$ cat src/rtl/vga_timing_gen.sv
// Programmable VGA timing generator: pixel-clock enable divider, sync/blank decode,
// pixel coordinates, frame counter and a stop-at-frame-boundary run control.
module vga_timing_gen #(
   parameter int CLK_DIV  = 2,
   parameter int H_SYNC   = 96,
   parameter int H_BP     = 48,
   parameter int H_ACTIVE = 640,
   parameter int H_FP     = 16,
   parameter int V_SYNC   = 2,
   parameter int V_BP     = 33,
   parameter int V_ACTIVE = 480,
   parameter int V_FP     = 10,
   parameter bit HS_POL   = 1'b0,
   parameter bit VS_POL   = 1'b0,
   parameter int PIPE_DLY = 0,
   parameter int CW       = 16
) (
   input  logic          clk,
   input  logic          rst,
   input  logic          en,
   output logic          pix_en,
   output logic          h_sync,
   output logic          v_sync,
   output logic          active,
   output logic          line_start,
   output logic          frame_start,
   output logic [CW-1:0] pix_x,
   output logic [CW-1:0] pix_y,
   output logic [31:0]   frame_count,
   output logic          running
);

   localparam int H_TOTAL = H_SYNC + H_BP + H_ACTIVE + H_FP;
   localparam int V_TOTAL = V_SYNC + V_BP + V_ACTIVE + V_FP;
   localparam int H_ACT0  = H_SYNC + H_BP;
   localparam int H_ACT1  = H_ACT0 + H_ACTIVE;
   localparam int V_ACT0  = V_SYNC + V_BP;
   localparam int V_ACT1  = V_ACT0 + V_ACTIVE;
   localparam int DW      = (CLK_DIV > 1) ? $clog2(CLK_DIV) : 1;
   localparam int HW      = $clog2(H_TOTAL);
   localparam int VW      = $clog2(V_TOTAL);

   typedef enum logic [1:0] {IDLE, RUN, STOPPING} state_t;

   typedef struct packed {
      logic          h_sync;
      logic          v_sync;
      logic          active;
      logic          line_start;
      logic          frame_start;
      logic [CW-1:0] pix_x;
      logic [CW-1:0] pix_y;
   } video_t;

   localparam video_t VIDEO_RST = '{
      h_sync: ~HS_POL, v_sync: ~VS_POL, active: 1'b0, line_start: 1'b0,
      frame_start: 1'b0, pix_x: '0, pix_y: '0
   };

   state_t         state;
   logic [DW-1:0]  div_cnt;
   logic [HW-1:0]  hc;
   logic [VW-1:0]  vc;
   video_t         pipe [0:PIPE_DLY];
   video_t         dec;
   logic           h_act;
   logic           v_act;
   logic           h_last;
   logic           v_last;
   logic           frame_wrap;

   always_comb begin
      h_act           = (hc >= HW'(H_ACT0)) && (hc < HW'(H_ACT1));
      v_act           = (vc >= VW'(V_ACT0)) && (vc < VW'(V_ACT1));
      dec             = VIDEO_RST;
      dec.h_sync      = (hc < HW'(H_SYNC)) ? HS_POL : ~HS_POL;
      dec.v_sync      = (vc < VW'(V_SYNC)) ? VS_POL : ~VS_POL;
      dec.active      = h_act && v_act;
      if (h_act && v_act) begin
         dec.pix_x       = CW'(hc - HW'(H_ACT0));
         dec.pix_y       = CW'(vc - VW'(V_ACT0));
         dec.line_start  = (hc == HW'(H_ACT0));
         dec.frame_start = (hc == HW'(H_ACT0)) && (vc == VW'(V_ACT0));
      end
   end

   assign h_last     = (hc == HW'(H_TOTAL - 1));
   assign v_last     = (vc == VW'(V_TOTAL - 1));
   assign frame_wrap = pix_en && h_last && v_last;

   // NOTE: all state uses non-blocking assignments so every register samples pre-edge values.
   always_ff @(posedge clk) begin
      if (!rst) begin
         state       <= IDLE;
         div_cnt     <= '0;
         pix_en      <= 1'b0;
         hc          <= '0;
         vc          <= '0;
         frame_count <= '0;
         // NOTE: the delay line is reset too, so no stale pixels emerge after reset release.
         for (int i = 0; i <= PIPE_DLY; i++) pipe[i] <= VIDEO_RST;
      end else if (state == IDLE) begin
         div_cnt <= '0;
         pix_en  <= 1'b0;
         if (en) state <= RUN;
      end else if (frame_wrap && !en) begin
         // en low on the wrapping edge ends the run here, whether RUN or STOPPING
         state       <= IDLE;
         div_cnt     <= '0;
         pix_en      <= 1'b0;
         hc          <= '0;
         vc          <= '0;
         frame_count <= frame_count + 32'd1;
         for (int i = 0; i <= PIPE_DLY; i++) pipe[i] <= VIDEO_RST;
      end else begin
         state <= en ? RUN : STOPPING;
         if (div_cnt == DW'(CLK_DIV - 1)) begin
            div_cnt <= '0;
            pix_en  <= 1'b1;
         end else begin
            div_cnt <= div_cnt + 1'b1;
            pix_en  <= 1'b0;
         end
         if (pix_en) begin
            hc <= h_last ? '0 : hc + 1'b1;
            if (h_last) vc <= v_last ? '0 : vc + 1'b1;
            if (frame_wrap) frame_count <= frame_count + 32'd1;
            pipe[0] <= dec;
            for (int i = 1; i <= PIPE_DLY; i++) pipe[i] <= pipe[i-1];
         end
      end
   end

   assign h_sync      = pipe[PIPE_DLY].h_sync;
   assign v_sync      = pipe[PIPE_DLY].v_sync;
   assign active      = pipe[PIPE_DLY].active;
   assign line_start  = pipe[PIPE_DLY].line_start;
   assign frame_start = pipe[PIPE_DLY].frame_start;
   assign pix_x       = pipe[PIPE_DLY].pix_x;
   assign pix_y       = pipe[PIPE_DLY].pix_y;
   assign running     = (state != IDLE);

endmodule

$ cat config.mk
export PLATFORM = sky130hd
export DESIGN_NAME = vga_timing_gen
export DESIGN_NICKNAME = d
export VERILOG_FILES = /design/src/rtl/vga_timing_gen.sv
export SDC_FILE = /design/constraint.sdc
export NUM_CORES = 1
export LEC_CHECK = 0
export BUFFER_PORTS_ARGS = -buffer_cell sky130_fd_sc_hd__buf_2
export CORE_MARGIN = 5
export CORE_UTILIZATION = 57
export DETAILED_ROUTE_END_ITERATION = 10
export HOLD_SLACK_MARGIN = 0.15
export PLACE_DENSITY = 0.81
export SLEW_MARGIN = 0
export SYNTH_ARGS = -nofsm -noshare
export SYNTH_HDL_FRONTEND = slang
export SYNTH_SLANG_ARGS = --single-unit
$ cat constraint.sdc
create_clock -name clk -period 2.3 [get_ports clk]
set_input_delay 0.115 -clock clk [delete_from_list [all_inputs] [get_ports clk]]
set_output_delay 0.115 -clock clk [all_outputs]
set_load 0.01 [all_outputs]
## Word level (Yosys, flattened, before mapping)

Memory sizes are Yosys's and may differ from the RTL's.
Index checks and enable logic that the tools add are counted.

| storage, ports and cells | value |
|---|---|
| input bits | 3 |
| memories kept | 1 |
| memory bits (writable) | 37 |
| bits in registers | 56 |

| operators by class | value |
|---|---|
| reductions and logical operators | 20 |
| equal/unequal tests | 5 |
| mux-type cells | 32 |
| magnitude comparators | 6 |
| bitwise operators | 2 |
| add/subtract/negate cells | 6 |

Memory list:

| name | words | bits a word | rd ports | clocked after memory_dff | write ports | line | source |
|---|---|---|---|---|---|---|---|
| pipe | 1 | 37 | 1 | 0 | 1 | 64 | `video_t pipe [0:PIPE_DLY];` |

Operators with widths:

| kind | count |
|---|---|
| $mux 32 | 3 |
| $mux 37 | 2 |
| $reduce_or 37->1 | 2 |
| $mux 10 | 7 |
| $mux 34 | 1 |
| $add 32x1->32 const B | 1 |
| $add 10x1->10 const B | 2 |
| $eq 10x10->1 const B | 2 |
| $lt 10x10->1 const B | 2 |
| $mux 1 | 15 |
| $sub 10x6->11 const B | 1 |
| $sub 10x8->11 const B | 1 |
| $eq 10x6->1 const B | 1 |
| $eq 10x8->1 const B | 1 |
| $ge 10x6->1 const B | 1 |
| $ge 10x8->1 const B | 1 |
| $lt 10x2->1 const B | 1 |
| $lt 10x7->1 const B | 1 |
| $mux 2 | 4 |
| $reduce_bool 2->1 | 4 |
| $logic_and 1x1->1 | 7 |
| $reduce_and 3->1 | 2 |
| $reduce_or 4->1 | 1 |
| $reduce_or 3->1 | 1 |
| 6 further kinds | 7 |

## Depth between registers and ports, before layout

Gate-level depths: netlist (run 1).

| logic depth | value |
|---|---|
| word-level depth | 11 |
| mapped depth | 9 |
| mapped depth without buffers | 6 |

## Worst setup path after synthesis (run 1)

No wires, ideal clock.

| path | value |
|---|---|
| kind | reg-to-reg |
| from | reg hc[4] |
| to | reg vc[9] |
| stages on the path, launching flop included | 6 |
| path slack | 0.302 ns |
| period minus slack after synthesis | 1.998 ns |
| arrival time | 1.930 ns |
| cells stage by stage | dfxtp_1 -> ha_1 -> nand4b_1 -> or4_4 -> or4_4 -> a21oi_2 |

| between the ends | value |
|---|---|
| cells in the longest elaborated chain, start to end | 6 |
| elaborated cells on any way between the ends | 8 |

Ends and longest elaborated chain:

| element | line | source |
|---|---|---|
| start, declared | 62 | `logic [HW-1:0] hc;` |
| start signal, assigned | 125 | `hc <= h_last ? '0 : hc + 1'b1;` |
| $eq 10x10->1 * | 87 | `assign h_last = (hc == HW'(H_TOTAL - 1));` |
| $logic_and 1x1->1 (2 in series) | 89 | `assign frame_wrap = pix_en && h_last && v_last;` |
| $logic_and 1x1->1 | 106 | `end else if (frame_wrap && !en) begin` |
| $reduce_bool 2->1 (no source line) | -- |  |
| $reduce_and 3->1 (no source line) | -- |  |
| end signal, assigned | 126 | `if (h_last) vc <= v_last ? '0 : vc + 1'b1;` |
| end, declared | 63 | `logic [VW-1:0] vc;` |

Every way passes the cells marked *; elsewhere a longest branch is shown, timed or not.
A chain may end at the register's enable or synchronous reset.

## Final worst setup path (run 1)

| path | value |
|---|---|
| from | reg hc[0] |
| to | reg vc[9] |

Same word-level chain as after synthesis.

==> impl_metrics.ini, run 1 <==
[die]
io-pin-count = 74
rows = 32
core_um2 = 7650
fp.dieH_um = 98.1
start_util_pct = 57.8
die_area_um2 = 9620
chipWidth_um = 98.1

[layout]
nets = 553
antenna_cells = 0
area_growth_pct = 14.8
fillers = 644
multi_input_area_um2 = 2220
seq_area_um2 = 1930
drive_above_1_share_pct = 25.2

[critical_path]
worstPathCellList = ha_1 -> nand4_4 -> or4_4 -> or4_4 -> a21oi_2
r2r_start = hc[0]$_SDFFE_PN0P_
arrival_ns = 2.49
slowest_delay_ns = 0.57
cp_max_fo = 8
worst_path_most_repeated_cell = or4_4
worst-r2r-cell-count = 5
crit_required_ns = 2.60
cp_top_family = simple AND/OR/NAND/NOR gates
slowest_stage = or4_4
critPathLaunchType = register
r2r_setup_slack_ns = 0.11
path_depth = 5
cp_num_buf_inv = 0
path_class = register to register
worst_setup_path_end_kind = register
cp-endpoint = vc[9]$_SDFFE_PN0P_
timing.rr.end = vc[9]$_SDFFE_PN0P_
crit_path_start = hc[0]$_SDFFE_PN0P_

[logic_synthesis]
netlist_instances = 472
synth_compound_area_share_pct = 10.3
syn-num-nets = 482
async_flop_share_pct = 0
synth-xor-area-share_pct = 3.76
synth-adder-area-share_pct = 1.98
ys_seq_area_share_pct = 43.7
synthMuxAreaShare_pct = 3.17
synthFlopType = dfxtp_1
yosysWarnings = 0
synth-edff-count = 27
avgSynthCellArea_um2 = 9.37
ys_seq_elements = 83
synth_cell_types = 59
syn-cell-area_um2 = 4420
synth_top_family_by_area = simple AND/OR/NAND/NOR gates
yosys.area_share.simple_pct = 31.0

[power]
ir_drop_uv = 291
power_frac_comb_pct = 3.2
p_switching_mw = 0.622
power_density_nw_per_um2 = 505
clockPowerShare_pct = 37.1
p_int_mw = 1.94
swShare_pct = 24.3
cellLeakagePower_nw = 1.94
seqPwrFrac_pct = 59.6
power.total_mw = 2.56

[global_routing]
top_usage_layer = met2
grtUsageMet1_pct = 27.0
gr-usage-met3_pct = 4.64
grt_pass1_vias = 3480
grt_antenna_before_repair = 0
grt_start_max_net_pins = 34
gr-usage-all-layers_pct = 20.6
grt.overflow.total = 0
grt_pass1_wl_mm = 16.6
met2_usage_pct = 33.4

[cts]
cts_tree = done
clk_pin_slew_worst_paths_ns = 0.09
numCtsBuffers = 9
clock_latency_ns = 0.37
cts_root_buffer = clkbuf_8
cts_buffer_depth = 2
cts.sinks = 83
post_cts_buffers = 0
htree_levels = 3

[route]
wl_per_cell_um = 15.3
vias = 3875
totalWireLength_mm = 9.92
drtPass1Iterations = 4
drtAntennaViolNets = 0
drtIter0Drc = 190
viasPerCell = 5.96
drc = 0

[timing]
min_period_ns = 2.19
max_freq_mhz = 458
hold_viol = 0
worstMarginPinSlew_ns = 0.553
holdWs_ns = 0.229
fin_worst_skew_ns = 0.0118
timing.final.crit_share_pct = 95.0
rsz0062_at_grt = true
finalSetupViolCount = 0
slew_viol_final = 0
fin_setup_tns_ns = 0
maxSlewHeadroom_pct = 62.9

[min_path]
min_from = rst
min_path_type = input pin to register

[outcome]
outcome = finished, final reports clean

[placed_design]
place_hpwl_mm = 7.11
io_buffers = 73
gp_congestion = 0.910

[flow_run]
maxCapViolCount = 0
flip-flops by register name, indices dropped and copies added (netlist names):
| register | cells |
|---|---|
| frame_count | 32 |
| pipe | 27 |
| hc | 10 |
| vc | 10 |
| state | 2 |
| div_cnt | 1 |
| pix_en | 1 |
power by group through the flow:
stage                     Sequential [mW]  Combinational, mW  Clock [mW]
after detailed placement             1.56             0.0831           0
after global routing                 1.53             0.0915        1.04
after global placement               1.56             0.0816           0
after CTS                            1.53             0.0841       0.971
after floorplan                      1.57             0.0479           0
final                                1.53             0.0833       0.952
worst min path at each step:
stage	to	slack (ns)	depth (start not counted)
global placement	state[1]$_SDFFE_PN0P_	0.34	2
CTS	vc[0]$_SDFFE_PN0P_	0.22	4
detailed placement	state[1]$_SDFFE_PN0P_	0.34	2
global route	vc[0]$_SDFFE_PN0P_	0.23	4
finish	vc[9]$_SDFFE_PN0P_	0.23	4
floorplan	state[1]$_SDFFE_PN0P_	0.19	1
cells in the final DEF, fill, tap and decap left out, types with 16 or more instances in the layout:
cell type / instances
nand3_1: 20
dfxtp_1: 56
buf_4: 23
nand2_1: 42
inv_1: 18
xnor2_1: 16
nand4_1: 16
nor2_1: 33
buf_2: 73
or4_1: 16
a21oi_1: 30
edfxtp_1: 27
worst min-delay path, cell delays in order:
cell     delay [ns]
buf_2          0.15
o31ai_2        0.07
buf_4          0.17
a21oi_2        0.04
through the flow:
step | instances | area, um2 | utilization, % | worst slack, ns
final | 650 | 5080 | 66.4 | 0.114
after global placement | 633 | 4890 | 64.0 | 0.224
after global routing | 650 | 5080 | 66.4 | -0.0362
after CTS | 650 | 5080 | 66.4 | 0.127
after detailed placement | 633 | 4890 | 64.0 | 0.154
after floorplan | 472 | 4420 | - | 0.302
layout make-up:
class	count	share of cell area [%]
Timing Repair Buffer	97	10.8
Multi-Input combinational cell	332	43.7
Clock inverter	7	1.03
Sequential cell	83	38.0
Inverter	20	1.48
Tap cell	102	2.51
Clock buffer	9	2.44
cells by family after synthesis:
group                    count (synthesis)
flip-flops                              83
multiplexers                            14
AO/OA/AOI/OAI                           73
XOR/XNOR                                19
buffers and inverters                   57
adder cells (fa/ha/maj)                  7
AND/OR/NAND/NOR                        219
metal layers:
metal  part of all wire (%)  up-vias
met4                    2.3        0
li1                       -     1893
met3                    6.8       27
met5                      0        -
met1                     43     1805
met2                     48      150
cells in the mapped netlist (2+ instances only):
master	instances	area [um2]
dfxtp_1	56	1120
nand2_1	42	158
nor2_1	33	124
a21oi_1	30	150
edfxtp_1	27	811
nand3_1	20	100
inv_1	18	67.6
nand4_1	16	100
or4_1	16	120
xnor2_1	16	140
mux2i_1	14	140
nand2b_1	14	87.6
o21ai_0	14	70.1
o31ai_1	14	105
clkbuf_1	13	48.8
buf_2	11	55.1
nor4_1	11	68.8
buf_4	10	75.1
or3_1	10	62.6
nor4_2	9	113
and4_1	8	70.1
ha_1	7	87.6
nor3_1	7	35.0
and4b_1	4	40.0
and3_1	3	18.8
nor4b_1	3	26.3
or4_4	3	33.8
xor2_1	3	26.3
buf_1	2	7.51
clkinv_1	2	7.51
nand4_2	2	25.0
nor2b_1	2	12.5
nor3b_1	2	15.0
o211ai_1	2	15.0
o311ai_0	2	17.5
o41ai_1	2	17.5
or3_2	2	15.0
repair_timing:
action,in CTS,in global routing
hold endpoints to repair,3,0
gates resized for setup,0,1
endpoints found under the setup margin,0,12
hold buffers,1,0
No activity file was read; power rests on OpenSTA's default activity.
==> run 2, diff against run 1 <==
--- a/config.mk
+++ b/config.mk
@@ -7,10 +7,12 @@
 export LEC_CHECK = 0
 export BUFFER_PORTS_ARGS = -buffer_cell sky130_fd_sc_hd__buf_2
 export CORE_MARGIN = 5
-export CORE_UTILIZATION = 57
+export CORE_UTILIZATION = 58
+export CTS_BUF_LIST = sky130_fd_sc_hd__clkbuf_8
+export CTS_CLUSTER_DIAMETER = 80
 export DETAILED_ROUTE_END_ITERATION = 10
 export HOLD_SLACK_MARGIN = 0.15
-export PLACE_DENSITY = 0.81
+export PLACE_DENSITY = 0.82
 export SLEW_MARGIN = 0
 export SYNTH_ARGS = -nofsm -noshare
 export SYNTH_HDL_FRONTEND = slang
==> run 2 against run 1 <==
  * Final area increased by 1.7%
  * Power increased by 3.3%
  * Sequential share of layout area decreased by 0.63 points
  * Utilization increased by 4.0 points
  * Fmax increased by 0.13%
  * Via count increased by 2.2%
  * Critical path depth decreased by 1
  * Non-clock buffer count increased by 5
  * Worst setup slack improved by 0.0029 ns
  * Count of clock-buffer cells in the layout unchanged
  * Register-to-register slack about the same
==> impl_metrics.ini, run 2 (synthesis gave the netlist of run 1 again) <==
[timing]
maxSlewHeadroom_pct = 56.9
holdWs_ns = 0.419
fin_worst_skew_ns = 0.0165
min_period_ns = 2.18
max_freq_mhz = 458
worstMarginPinSlew_ns = 0.640
hold_viol = 0
slew_viol_final = 0
finalSetupViolCount = 0
timing.final.crit_share_pct = 94.9
fin_setup_tns_ns = 0
rsz0062_at_grt = false

[layout]
final_cell_area_um2 = 5160
fillers = 570
layout_commonest_cell = buf_2
area_growth_pct = 16.7
most-common-layout-cells = buf_2 (73), dfxtp_1 (56), nand2_1 (42)
top_regs = frame_count: 32 flops, pipe: 27 flops
multi_input_area_um2 = 2250
nets = 559
antenna_cells = 0
largest-register = frame_count
largest_reg_flops = 32
final_util_pct = 70.4
seq_area_um2 = 1930
drive_above_1_share_pct = 26.4

[power]
p_int_mw = 2.05
seqPwrFrac_pct = 57.8
swShare_pct = 22.7
power_density_nw_per_um2 = 513
p_switching_mw = 0.601
clockPowerShare_pct = 38.9
ir_drop_uv = 324
power_frac_comb_pct = 3.4
power.total_mw = 2.65
cellLeakagePower_nw = 2.00

[route]
viasPerCell = 6.06
totalWireLength_mm = 10.9
drtPass1Iterations = 5
wl_per_cell_um = 16.6
drtAntennaViolNets = 0
drtIter0Drc = 410
vias = 3960
drc = 0

[global_routing]
gr-usage-all-layers_pct = 22.3
grt_pass1_vias = 3722
grt_antenna_before_repair = 0
grt.overflow.total = 0
grt_start_max_net_pins = 32
grt_pass1_wl_mm = 17.8

[critical_path]
worst_setup_path_end_kind = register
arrival_ns = 2.46
cp_max_fo = 13
path_class = register to register
crit_required_ns = 2.58
critPathLaunchType = register

[die]
start_util_pct = 60.3
fp.dieH_um = 97.3
rows = 31
io-pin-count = 74
core_um2 = 7330
chipWidth_um = 97.3
die_area_um2 = 9470

[placed_design]
io_buffers = 73
gp_congestion = 0.876
dpl-instance-area_um2 = 4900
place_hpwl_mm = 7.32

[outcome]
outcome = finished, final reports clean

[cts]
cts_tree = done
clock_latency_ns = 0.36
cts_root_buffer = clkbuf_8
htree_levels = 3
cts.sinks = 83
cts_buffer_depth = 2
numCtsBuffers = 9
clk_pin_slew_worst_paths_ns = 0.09

[flow_run]
maxCapViolCount = 0

[min_path]
min_path_type = register to register
run 2: changes by cell type in the layout (fill, tap and decap cells not counted), moves of 2 or more:
cell	delta
buf_4	+3
clkinv_1	-2
clkinv_2	+2
clkinv_4	-2
dlygate4sd3_1	+2
run 2: worst max-delay path, stage by stage, from the launching register on:
cell and delay (ns):
dfxtp_1 0.49, nand4_2 0.21, or4_4 0.72, or4_1 0.53, a21oi_1 0.15
run 2: metal layers:
metal / vias up / GRT usage, % / wire [um]
li1: 1906 / - / -
met1: 1870 / 28.5 / 4590
met2: 166 / 37.4 / 5370
met3: 18 / 4.67 / 721
met4: 0 / 7.99 / 170
met5: - / 0 / 0
run 2: per-stage QoR:
step	std cells	setup WS [ns]
5_1_grt	653	0.00331
3_3_place_gp	632	0.163
3_5_place_dp	632	0.0664
6_report	653	0.117
4_1_cts	651	0.0489
2_1_floorplan	472	0.302
run 2: area by class of cell:
type | instances | share of cell area, %
clock buffer | 9 | 2.40
clock inverter | 7 | 1.31
inverter | 20 | 1.45
multi-input combinational | 333 | 43.6
sequential | 83 | 37.4
tap | 99 | 2.40
timing repair buffer | 102 | 11.4
run 2: power by group through the flow:
stage / Sequential [mW] / Clock [mW] / Combinational (mW)
CTS: 1.53 / 1.04 / 0.0875
floorplan: 1.57 / 0 / 0.0479
detailed placement: 1.56 / 0 / 0.0838
global placement: 1.56 / 0 / 0.0807
global route: 1.53 / 1.12 / 0.0958
finish: 1.53 / 1.03 / 0.0887
run 2: final timing paths:
kind                                                   from                      endpoint  slack [ns]  cells past startpoint
worst min-delay path                     div_cnt$_SDFF_PP0_            div_cnt$_SDFF_PP0_        0.42                      1
worst min register to register           div_cnt$_SDFF_PP0_            div_cnt$_SDFF_PP0_        0.42                      1
worst max register to register  frame_count[7]$_SDFFE_PN0P_  frame_count[18]$_SDFFE_PN0P_        0.12                      4
worst max-delay path            frame_count[7]$_SDFFE_PN0P_  frame_count[18]$_SDFFE_PN0P_        0.12                      4
run 2: timing repair:
action / CTS / global route
hold endpoints to repair: 4 / 0
resized for setup: 0 / 6
buffers inserted: 0 / 1
hold buffers: 3 / 0
endpoints found under the setup margin: 0 / 28
==> run 3, diff against run 2 <==
--- a/config.mk
+++ b/config.mk
@@ -5,14 +5,15 @@
 export SDC_FILE = /design/constraint.sdc
 export NUM_CORES = 1
 export LEC_CHECK = 0
+export ABC_AREA = 1
 export BUFFER_PORTS_ARGS = -buffer_cell sky130_fd_sc_hd__buf_2
 export CORE_MARGIN = 5
-export CORE_UTILIZATION = 58
+export CORE_UTILIZATION = 59
 export CTS_BUF_LIST = sky130_fd_sc_hd__clkbuf_8
 export CTS_CLUSTER_DIAMETER = 80
 export DETAILED_ROUTE_END_ITERATION = 10
 export HOLD_SLACK_MARGIN = 0.15
-export PLACE_DENSITY = 0.82
+export PLACE_DENSITY = 0.83
 export SLEW_MARGIN = 0
 export SYNTH_ARGS = -nofsm -noshare
 export SYNTH_HDL_FRONTEND = slang
==> constraint.sdc (replaced) <==
create_clock -name clk -period 2.3 [get_ports clk]
set_input_delay 0.115 -clock clk [delete_from_list [all_inputs] [get_ports clk]]
set_output_delay 0.115 -clock clk [all_outputs]
set_load 0.05 [all_outputs]
==> run 3 against run 2 <==
  * Register-to-register slack better by 0.23 ns
  * Clock power is 6% higher
  * Utilization is 2.9 points lower
  * Clock skew fell by 0.0031 ns
  * Critical endpoint is now pipe[0][9]$_SDFFCE_PN0P_
==> impl_metrics.ini, run 3 <==
[outcome]
outcome = finished, final reports clean

[timing]
hold_viol = 0
worstMarginPinSlew_ns = 0.428
max_freq_mhz = 513
maxSlewHeadroom_pct = 71.2
holdWs_ns = 0.426
fin_worst_skew_ns = 0.0134
worst_slack_ns = 0.350
min_period_ns = 1.95
rsz0062_at_grt = false
finalSetupViolCount = 0
timing.final.crit_share_pct = 84.8
fin_setup_tns_ns = 0
slew_viol_final = 0

[power]
power_density_nw_per_um2 = 539
ir_drop_uv = 365
cellLeakagePower_nw = 2.21

[logic_synthesis]
ys_top_cells_by_area = dfxtp_1 (24%), edfxtp_1 (18%), nand2_1 (14%)
synth_cell_types = 34
yosysTopAreaCellShare_pct = 24.4
synth.largest_area_cell = dfxtp_1
synth_common_cells = nand2_1 (174), nor2_1 (121), inv_1 (63)
yosysWarnings = 0
synthFlopType = dfxtp_1
yosysMostFrequentCell = nand2_1
avgSynthCellArea_um2 = 7.26
netlist_instances = 632
ys_seq_area_share_pct = 42.1
syn-cell-area_um2 = 4590
synth-edff-count = 27
ys_seq_elements = 83
syn-num-nets = 642
async_flop_share_pct = 0

[route]
drtIter0Drc = 157
totalWireLength_mm = 10.2
viasPerCell = 5.18
drtPass1Iterations = 5
drc = 0
wl_per_cell_um = 12.7
drtAntennaViolNets = 0
vias = 4175

[critical_path]
r2r_start = hc[5]$_SDFFE_PN0P_
timing.rr.end = pipe[0][9]$_SDFFCE_PN0P_
path_class = register to register
critPathLaunchType = register
worst-r2r-cell-count = 11
worst_setup_path_end_kind = register
r2r_setup_slack_ns = 0.35
arrival_ns = 2.06
crit_required_ns = 2.41
cp_max_fo = 21

[placed_design]
place_hpwl_mm = 7.83
pre_cts_slack_ns = 0.371
dp_cells = 788
gp_congestion = 0.939
io_buffers = 73

[cts]
cts_root_buffer = clkbuf_8
clock_latency_ns = 0.37
clk_pin_slew_worst_paths_ns = 0.10
cts.repair.resized = 0
numCtsBuffers = 9
cts_tree = done
htree_levels = 3
cts_buffer_depth = 2
cts.sinks = 83

[layout]
top_regs = frame_count: 32 flops, pipe: 27 flops
fin_cells = 806
most-common-layout-cells = nand2_1 (174), nor2_1 (121), buf_2 (73)
drive_above_1_share_pct = 17.3
largest_reg_flops = 32
antenna_cells = 0
largest-register = frame_count
area_growth_pct = 12.6
nets = 709
layout_commonest_cell = nand2_1

[global_routing]
grt_pass1_vias = 3854
gr-usage-all-layers_pct = 21.7
grt.overflow.total = 0
grt_antenna_before_repair = 0
grt_pass1_wl_mm = 17.4
grt_start_max_net_pins = 29

[die]
io-pin-count = 74
fp.dieH_um = 98.2
chipWidth_um = 98.2
die_area_um2 = 9640
core_um2 = 7650
rows = 32
start_util_pct = 60.0

[min_path]
hold_depth = 1
hold_path_end = div_cnt$_SDFF_PP0_
min_from = div_cnt$_SDFF_PP0_
min_path_type = register to register

[flow_run]
maxCapViolCount = 0
run 3: cell count changes after synthesis, moves of 11 or more:
cell	before	now
nand2_1	42	174
nor4_1	11	0
xnor2_1	16	3
nor2_1	33	121
inv_1	18	63
or4_1	16	0
o31ai_1	14	1
xor2_1	3	16
mux2i_1	14	0
nand2b_1	14	0
run 3: cells by family (layout without fill, tap and decap cells):
group           count (synthesis)  count (layout)  synth area share (%)
xor+xnor                       19              19                  3.63
simple gates                  372             372                  35.9
buf+inv                        88             160                  8.98
compound gates                 63              63                  7.45
flops                          83              83                  42.1
fa+ha+maj                       7               7                  1.91
run 3: timing repair:
| action | CTS | global route |
|---|---|---|
| hold endpoints to repair | 3 | 0 |
| buffers inserted | 0 | 0 |
| hold buffers | 2 | 0 |
run 3: critical path: stages, from the launching register on:
cell,delay [ns]
dfxtp_1,0.36
inv_1,0.14
ha_1,0.18
nand2_1,0.09
nor2_4,0.15
nand2_2,0.10
nor2_4,0.12
nand3_1,0.08
nand2_1,0.12
nor2_2,0.08
nand2_4,0.21
nor2_1,0.07
run 3: metal layers:
metal / track usage, % / vias to the layer above / part of all wire, %
met1: 26.7 / 1875 / 42
met3: 4.36 / 25 / 7.0
met4: 9.77 / 0 / 2.7
li1: - / 2126 / -
met5: 0 / - / 0
met2: 36.9 / 149 / 49
run 3: power breakdown:
part | internal (mW) | switching [mW]
Combinational | 0.0284 | 0.130
Sequential | 1.53 | 0.00587
Clock | 0.518 | 0.576
Total | 2.07 | 0.712
run 3: cell type report:
class	instances	area (um2)
fill	666	2480
multi-input combinational	461	2240
sequential	83	1930
timing repair buffer	78	408
inverter	66	248
tap	102	128
clock buffer	9	124
clock inverter	7	82.6
run 3: worst max-delay path by stage:
stage | startpoint | to | depth (start not counted)
floorplan | pix_en$_SDFF_PP0_ | pipe[0][0]$_SDFFCE_PN0P_ | 4
global placement | hc[5]$_SDFFE_PN0P_ | pipe[0][0]$_SDFFCE_PN0P_ | 11
detailed placement | hc[5]$_SDFFE_PN0P_ | pipe[0][24]$_SDFFCE_PN0P_ | 11
CTS | hc[5]$_SDFFE_PN0P_ | pipe[0][9]$_SDFFCE_PN0P_ | 11
global route | hc[5]$_SDFFE_PN0P_ | pipe[0][9]$_SDFFCE_PN0P_ | 11
finish | hc[5]$_SDFFE_PN0P_ | pipe[0][9]$_SDFFCE_PN0P_ | 11
run 3: metrics by stage:
step	total power, mW	util (%)	instance area, um2
2_1_floorplan	1.70	-	4590
3_3_place_gp	1.72	64.6	4940
3_5_place_dp	1.72	64.6	4940
4_1_cts	2.80	67.5	5160
5_1_grt	2.88	67.5	5160
6_report	2.78	67.5	5160
